==> src/rtl/stopwatch_ctrl.sv <==
// Stopwatch controller: debounced start/stop, lap and clear buttons,
// 4-digit BCD 10 ms counter with lap snapshot and sticky overflow.
module stopwatch_ctrl #(
    parameter int TICK_DIV        = 500_000,
    parameter int DEBOUNCE_CYCLES = 1_000_000
) (
    input  logic        clk,
    input  logic        rst,
    input  logic        btn_start_stop,
    input  logic        btn_lap,
    input  logic        btn_clear,
    output logic [15:0] digits,
    output logic        running,
    output logic        lap_hold,
    output logic        tick,
    output logic        ovf
);

    localparam int PW = (TICK_DIV > 1) ? $clog2(TICK_DIV) : 1;
    localparam int DW = (DEBOUNCE_CYCLES > 1) ? $clog2(DEBOUNCE_CYCLES) : 1;

    typedef enum logic [1:0] {IDLE, RUN, LAP, STOP} state_t;

    state_t        state;
    state_t        nxt;
    logic [2:0]    raw;
    logic [2:0]    s1;
    logic [2:0]    s2;
    logic [2:0]    level;
    logic [2:0]    level_q;
    logic [2:0]    press;
    logic [DW-1:0] db_cnt [3];
    logic [PW-1:0] presc;
    logic [15:0]   live;
    logic [15:0]   snap;
    logic          run_st;
    logic          p_clr;
    logic          p_ss;
    logic          p_lap;

    // bit 0 lap, bit 1 start/stop, bit 2 clear
    assign raw = {btn_clear, btn_start_stop, btn_lap};

    always_ff @(posedge clk or posedge rst) begin
        if (rst) begin
            s1      <= '0;
            s2      <= '0;
            level   <= '0;
            level_q <= '0;
            for (int i = 0; i < 3; i++) db_cnt[i] <= '0;
        end else begin
            s1      <= raw;
            s2      <= s1;
            level_q <= level;
            for (int i = 0; i < 3; i++) begin
                if (s2[i] == level[i]) begin
                    db_cnt[i] <= '0;
                end else if (db_cnt[i] == DW'(DEBOUNCE_CYCLES - 1)) begin
                    level[i]  <= s2[i];
                    db_cnt[i] <= '0;
                end else begin
                    db_cnt[i] <= db_cnt[i] + DW'(1);
                end
            end
        end
    end

    assign press = level & ~level_q;
    assign p_clr = press[2];
    assign p_ss  = press[1] & ~press[2];
    assign p_lap = press[0] & ~press[1] & ~press[2];

    assign run_st = (state == RUN) || (state == LAP);
    assign tick   = run_st && (presc == PW'(TICK_DIV - 1));

    function automatic logic [15:0] bcd_inc(input logic [15:0] v);
        logic [15:0] r;
        logic        c;
        r = v;
        c = 1'b1;
        for (int i = 0; i < 4; i++) begin
            if (c) begin
                if (r[i*4 +: 4] >= 4'd9) begin
                    r[i*4 +: 4] = 4'd0;
                end else begin
                    r[i*4 +: 4] = r[i*4 +: 4] + 4'd1;
                    c = 1'b0;
                end
            end
        end
        return r;
    endfunction

    always_comb begin
        nxt = state;
        unique case (state)
            IDLE: if (p_ss) nxt = RUN;
            RUN: begin
                if (p_ss)       nxt = STOP;
                else if (p_lap) nxt = LAP;
            end
            LAP: begin
                if (p_ss)       nxt = STOP;
                else if (p_lap) nxt = RUN;
            end
            STOP: begin
                if (p_clr)     nxt = IDLE;
                else if (p_ss) nxt = RUN;
            end
        endcase
    end

    always_ff @(posedge clk or posedge rst) begin
        if (rst) begin
            state    <= IDLE;
            presc    <= '0;
            live     <= '0;
            snap     <= '0;
            digits   <= '0;
            ovf      <= 1'b0;
            running  <= 1'b0;
            lap_hold <= 1'b0;
        end else begin
            state    <= nxt;
            running  <= (nxt == RUN) || (nxt == LAP);
            lap_hold <= (nxt == LAP);
            digits   <= (state == LAP) ? snap : live;

            if (state == IDLE)  presc <= '0;
            else if (tick)      presc <= '0;
            else if (run_st)    presc <= presc + PW'(1);

            if (tick) begin
                live <= bcd_inc(live);
                if (live == 16'h9999) ovf <= 1'b1;
            end

            if (state == RUN && nxt == LAP) snap <= live;

            // clear from STOP wipes everything, overriding the hold above
            if (state == STOP && nxt == IDLE) begin
                live  <= '0;
                snap  <= '0;
                presc <= '0;
                ovf   <= 1'b0;
            end
        end
    end

endmodule

==> config.mk <==
export PLATFORM = sky130hd
export DESIGN_NAME = stopwatch_ctrl
export DESIGN_NICKNAME = d
export VERILOG_FILES = /design/src/rtl/stopwatch_ctrl.sv
export SDC_FILE = /design/constraint.sdc
export NUM_CORES = 1
export LEC_CHECK = 0
export ABC_AREA = 1
export CAP_MARGIN = 5
export CORE_MARGIN = 5
export CORE_UTILIZATION = 42
export DETAILED_ROUTE_END_ITERATION = 8
export GPL_ROUTABILITY_DRIVEN = 0
export PLACE_DENSITY = 0.65
export RECOVER_POWER = 100
export SLEW_MARGIN = 20
export SYNTH_ARGS = -nofsm -noshare
export SYNTH_HDL_FRONTEND = slang
export SYNTH_SLANG_ARGS = --single-unit
export TNS_END_PERCENT = 20
==> constraint.sdc <==
create_clock -name clk -period 5.5 [get_ports clk]
set_input_delay 1.1 -clock clk [delete_from_list [all_inputs] [get_ports clk]]
set_output_delay 1.1 -clock clk [all_outputs]
set_load 0.1 [all_outputs]
==> out/metrics.yaml, run 1 <==
drt:
  routedWlPerCell_um: 12.7
  viasPerCell: 4.83
  drtIter0Drc: 352
  drc_errors: 0
  ant_nets: 0
  vias: 5915
  routed_wl_um: 15600
  drt_pass1_iterations: 5
sta:
  layout_min_cycle_time_ns: 4.12
  hold_violations: 0
  slew_viol_final: 75
  worst_pin_slew_ns: 3.28
  tns_ns: 0
  relSlewSlack: -1.20
  setup_viol: 0
  layout_setup_ws_ns: 1.38
  fin_worst_skew_ns: 0.00878
  hold-worst-slack_ns: 0.350
  rsz0062_at_grt: "false"
  period_share: 0.749
  clock.fmax_mhz: 243
pwr:
  p_clk_frac: 0.518
  pwr-share-comb: 0.019
  p_seq_frac: 0.463
  p_sw_frac: 0.215
  power_mw: 2.32
  ir_worst_vdd_mv: 0.277
  p_sw_mw: 0.499
  internal_power_mw: 1.82
  leakage_nw: 3.93
  p_per_area_nw_per_um2: 271
synthesis:
  seq_area_frac_synth: 0.479
  synth_nets: 975
  synth_seq_cells: 144
  synthMuxAreaShare: 0
  synth_cells: 948
  synthSimpleGateAreaFrac: 0.323
  synth_top_family_by_area: "simple AND/OR/NAND/NOR gates"
  synth_compound_area_frac: 0.0498
  synth_xor_area_frac: 0.0454
  syn_area_um2: 7520
  ys_warn_count: 0
  synth_fa_ha_area_frac: 0.0366
  synth_cell_types: 33
  synth_area_per_cell_um2: 7.93
floorplan:
  rows: 49
  num_io_pins: 25
  core_um2: 17800
  start_util: 0.423
  fp.dieArea_um2: 20700
  die_y_um: 144
  die-width_um: 144
layout:
  areaGrowthSynthToFinish_pct: 13.6
  nets: 1009
  antennaDiodeCount: 0
  final_cell_area_um2: 8540
  drive_gt1_frac: 0.0492
placed_design:
  hpwlAfterDp_um: 10700
  dp_slack_ns: 1.93
  place_area_um2: 8000
  port_buffers: 24
clock_tree:
  clock_latency_ns: 0.42
  clk_pin_slew_ns: 0.06
  cts_max_level: 4
  hold_buffers: 0
  root_buffer: "clkbuf_16"
  cts.repair.resized: 0
  cts_tree: "done"
  clockBufferDepth: 2
  cts_setup_buffers: 0
  cts_buffers: 17
  cts.sinks: 144
global_route:
  antenna_found_initial: 0
  grt_start_max_net_pins: 75
  grt.total_usage: 0.162
  grt_overflow: 0
  grt_first_pass_wirelength_um: 27200
  grt_pass1_vias: 5788
setup_path:
  path_class: "reg -> reg"
  required_ns: 5.79
  cp_data_arrival_time_ns: 4.41
  cp-start-kind: "register"
  crit_fanout: 34
  crit_path_end_kind: "register"
min_path:
  worstHoldPathType: "reg -> reg"
run_status:
  outcome: "finished with violations"
  violations: "max-capacitance violations, max-slew violations"
flow_run:
  cap_viol_max_count: 1
-- logic make-up after synthesis --
| kind of cell | count (synthesis) |
|---|---|
| and+or+nand+nor | 544 |
| DFF | 144 |
| buffers and inverters | 126 |
| AOI/OAI and AO/OA | 73 |
| xor gates and xnor gates | 39 |
| adders and majority gates | 22 |
-- state kept, by name, indices dropped and copies added (netlist names), 2 cells and up --
signal   flops
level_q      3
live        16
snap        16
s2           3
s1           3
presc       19
digits      16
level        3
db_cnt      60
state        2
-- through the flow --
| stage | utilization | instances |
|---|---|---|
| 6_report | 0.480 | 1224 |
| 3_3_place_gp | 0.450 | 1192 |
| 5_1_grt | 0.480 | 1224 |
| 3_5_place_dp | 0.450 | 1192 |
| 2_1_floorplan | - | 948 |
| 4_1_cts | 0.485 | 1224 |
-- layout by cell type, fill, tap and decap left out, types with 3 or more instances in the layout --
cell type      Yosys  final
ha_1              22     22
clkbuf_1           7      3
nor2_1           173    182
nand3b_1           6      6
dfrtp_1          144    144
nor3_1            15     17
o21ai_0           53     53
a21oi_1           16     16
inv_1            110    111
bufinv_16          0      3
xor2_1            29     29
nor2_4             6      5
nand2_1          215    220
nor3b_1            6      6
dlygate4sd3_1      0     24
clkbuf_16          0     17
inv_6              0      3
nand4_1           15     15
xnor2_1           10     10
nand3_1           83     83
-- Yosys cell counts --
| cell | n | share of area |
|---|---|---|
| nand2_1 | 215 | 0.11 |
| nor2_1 | 173 | 0.086 |
| dfrtp_1 | 144 | 0.48 |
| inv_1 | 110 | 0.055 |
| nand3_1 | 83 | 0.055 |
| o21ai_0 | 53 | 0.035 |
| xor2_1 | 29 | 0.034 |
| ha_1 | 22 | 0.037 |
| a21oi_1 | 16 | 0.011 |
| nand4_1 | 15 | 0.012 |
| nor3_1 | 15 | 0.010 |
| xnor2_1 | 10 | 0.012 |
| nor2_2 | 9 | 0.0075 |
| clkbuf_1 | 7 | 0.0035 |
| nand2_2 | 6 | 0.0050 |
| nand3b_1 | 6 | 0.0060 |
| nor2_4 | 6 | 0.0090 |
| nor3b_1 | 6 | 0.0060 |
| inv_2 | 4 | 0.0020 |
| buf_2 | 2 | 0.0013 |
| buf_4 | 2 | 0.0020 |
| nand2_4 | 2 | 0.0030 |
| nand3_4 | 2 | 0.0047 |
| nor3_2 | 2 | 0.0027 |
| a21boi_1 | 1 | 0.0010 |
| a31oi_1 | 1 | 0.00083 |
| and2_1 | 1 | 0.00083 |
| buf_12 | 1 | 0.0027 |
| nand2_8 | 1 | 0.0027 |
| nand3_2 | 1 | 0.0013 |
| nor2_8 | 1 | 0.0027 |
| o211ai_1 | 1 | 0.0010 |
| o21bai_1 | 1 | 0.0010 |
-- cell type report --
cell class,count,area (um^2)
Fill cell,1737,9240
Sequential cell,144,3600
Multi-Input combinational cell,678,3350
Clock buffer,21,460
Inverter,114,429
Tap cell,229,287
Timing Repair Buffer,27,254
Clock inverter,11,154
-- power groups by stage --
stage	Clock, mW	Sequential, mW	Combinational (mW)
floorplan	0	1.09	0.0322
global placement	0	1.09	0.0479
detailed placement	0	1.09	0.0487
CTS	1.23	1.07	0.0492
global route	1.27	1.07	0.0532
finish	1.20	1.07	0.0439
-- final timing paths --
check	start	endpoint	slack (ns)	cells past startpoint
max reg2reg	state[0]	presc[12]	1.38	17
min	s1[0]	s2[0]	0.35	0
max in group asynchronous	rst	presc[16]	1.39	3
max	state[0]	presc[12]	1.38	17
min reg2reg	s1[0]	s2[0]	0.35	0
min in group asynchronous	rst	db_cnt[14]	2.11	2
-- critical path, cell delays in order (launching register included) --
cell,delay [ns]
dfrtp_1,0.40
inv_1,0.11
ha_1,0.15
clkbuf_1,0.95
inv_1,0.16
nand3_1,0.14
nand2_1,0.05
o21ai_0,0.10
inv_1,0.10
ha_1,0.23
nand2_4,0.26
nand3_1,0.66
inv_1,0.34
nor2_1,0.11
nand2_1,0.07
nand2_1,0.04
nand2_1,0.05
nor2_1,0.04
-- metal layers --
metal	share of wire	global-route usage	vias up
li1	-	-	3051
met1	0.49	0.219	2766
met2	0.47	0.261	82
met3	0.032	0.0376	16
met4	0.011	0.0451	0
met5	0	0	-
Power figures use the tool's default switching activity.
==> run 2: changes to the inputs <==
- clock period: 5.5 -> 3.8 ns (I/O delays scaled with it)
==> run 2 against run 1 <==
Effect of this change:
- the run still ends with max-capacitance violations, max-slew violations left
- clock-buffer cell count fell by 1
- sequential power rose by 45%
- setup slack got worse by 0.77 ns
- combinational power is 46% higher
- sequential cell count did not move
- wire length fell by 1.8%
- first-iteration DRC count rose by 39%
- largest power group unchanged
- critical path type unchanged
- fmax grew 29%
- largest cell class unchanged
- sequential share of layout area is 0.12 points higher
- via count is 0.46% higher
==> out/metrics.yaml, run 2 (same netlist as run 1, synthesis figures left out) <==
run_status:
  outcome: "finished with violations"
  violations: "max-capacitance violations, max-slew violations"
pwr:
  p_sw_frac: 0.220  # +0.00469
  p_per_area_nw_per_um2: 383  # +41%
  p_seq_frac: 0.476  # +0.013
  power_mw: 3.26  # +41%
  leakage_nw: 3.92  # -0.36%
  p_clk_frac: 0.504  # -0.014
  ir_worst_vdd_mv: 0.317  # +15%
  pwr-share-comb: 0.020  # about the same
  internal_power_mw: 2.54  # +40%
  p_sw_mw: 0.717  # +44%
global_route:
  grt.total_usage: 0.160  # -0.00174
  grt_start_max_net_pins: 60  # -20%
  grt_overflow: 0  # unchanged
  antenna_found_initial: 0  # unchanged
  grt_pass1_vias: 5634  # -2.7%
  grt_first_pass_wirelength_um: 26800  # -1.5%
drt:
  viasPerCell: 4.85  # +0.37%
  drt_pass1_iterations: 5  # unchanged
  vias: 5942  # +0.46%
  routedWlPerCell_um: 12.5  # -1.9%
  drtIter0Drc: 488  # +39%
  drc_errors: 0  # unchanged
  ant_nets: 0  # unchanged
  routed_wl_um: 15300  # -1.8%
clock_tree:
  cts_max_level: 4  # unchanged
  cts.sinks: 144  # unchanged
  cts_setup_buffers: 0  # unchanged
  clockBufferDepth: 2  # unchanged
  cts_tree: "done"
  hold_buffers: 0  # unchanged
  root_buffer: "clkbuf_16"
  clk_pin_slew_ns: 0.06  # about the same
  cts.repair.resized: 0  # unchanged
  clock_latency_ns: 0.43  # about the same
  cts_buffers: 17  # unchanged
sta:
  tns_ns: 0  # unchanged
  setup_viol: 0  # unchanged
  worst_pin_slew_ns: 1.51  # -1.78 ns
  relSlewSlack: -0.00427  # +1.20
  fin_worst_skew_ns: 0.0102  # +0.00147 ns
  rsz0062_at_grt: "false"
  hold_violations: 0  # unchanged
  layout_min_cycle_time_ns: 3.19  # -0.932 ns
  clock.fmax_mhz: 314  # +29%
  slew_viol_final: 33  # -56%
  period_share: 0.838  # +0.0897
floorplan:
  fp.dieArea_um2: 20700  # unchanged
  start_util: 0.423  # unchanged
  die-width_um: 144  # unchanged
  core_um2: 17800  # unchanged
  rows: 49  # unchanged
  num_io_pins: 25  # unchanged
  die_y_um: 144  # unchanged
setup_path:
  endpoint: "presc[8]"
  path_class: "reg -> reg"
  cp_data_arrival_time_ns: 3.48  # -0.93 ns
  crit_path_end_kind: "register"
  startpoint: "state[0]"
  reg2reg_slack_ns: 0.61  # -0.77 ns
  r2r-start: "state[0]"
  crit_fanout: 26  # -24%
  reg2reg_to: "presc[8]"
  required_ns: 4.09  # -1.70 ns
  cp-start-kind: "register"
  rr_worst_depth: 14  # -3
layout:
  reg_top3: "db_cnt x60, presc x19"
  final_cell_mix: "nand2_1, nor2_1, dfrtp_1"
  drive_gt1_frac: 0.0502  # +0.000955
  top_register: "db_cnt"
  post-route-util: 0.479  # -0.00134
  nets: 1010  # +0.099%
  areaGrowthSynthToFinish_pct: 13.3
  antennaDiodeCount: 0  # unchanged
  fillCellCount: 1730  # -0.40%
  largest_reg_flops: 60  # unchanged
  final_common_cell: "nand2_1"
placed_design:
  port_buffers: 24  # unchanged
  hpwlAfterDp_um: 10700  # -0.13%
flow_run:
  cap_viol_max_count: 1  # unchanged
min_path:
  worstHoldPathType: "reg -> reg"
## run 2: per-layer routing
metal	vias to the layer above	wire (um)	global-route usage
met4	0	204	0.0456
li1	3064	-	-
met5	-	0	0
met3	19	412	0.0339
met1	2775	7420	0.220
met2	84	7240	0.257
## run 2: power by group through the flow
stage | Clock [mW] | Combinational, mW | Sequential [mW]
finish | 1.64 | 0.0640 | 1.55
global route | 1.75 | 0.0771 | 1.55
CTS | 1.69 | 0.0745 | 1.55
detailed placement | 0 | 0.0736 | 1.58
global placement | 0 | 0.0726 | 1.58
floorplan | 0 | 0.0469 | 1.58
## run 2: layout make-up
class                   instances  area (um^2)  area share
flip-flops and latches        144         3600       0.423
multi-input cells             678         3360       0.394
clock buffers                  20          447      0.0524
inverters                     114          429      0.0504
well taps                     229          287      0.0336
repair buffers                 28          260      0.0306
clock inverters                12          135      0.0159
## run 2: worst max-delay path, stage by stage (launching register included)
cell     delay [ns]
dfrtp_1        0.39
inv_1          0.10
ha_1           0.36
inv_1          0.10
nand3_1        0.09
nand2_1        0.05
o21ai_0        0.09
inv_1          0.09
ha_1           0.24
nand2_4        0.26
nand3_1        0.61
nand3_1        0.35
o21ai_0        0.15
o21ai_0        0.10
nor2_1         0.06
## run 2: worst min-delay path by stage
stage / startpoint / cells past startpoint / endpoint
after floorplan: s1[0] / 0 / s2[0]
after CTS: s1[0] / 0 / s2[0]
after detailed placement: s1[0] / 0 / s2[0]
after global routing: s1[0] / 0 / s2[0]
final: s1[0] / 0 / s2[0]
after global placement: s1[1] / 0 / s2[1]
## run 2: through the flow
stage                     cells  hold slack, ns  setup WS [ns]  area (um^2)
final                      1225           0.349          0.614         8520
after global routing       1225           0.361          0.162         8520
after CTS                  1225           0.351          0.578         8610
after detailed placement   1193           0.336          0.625         8030
after global placement     1193           0.340          0.707         8030
after floorplan             948           0.331           1.23         7520
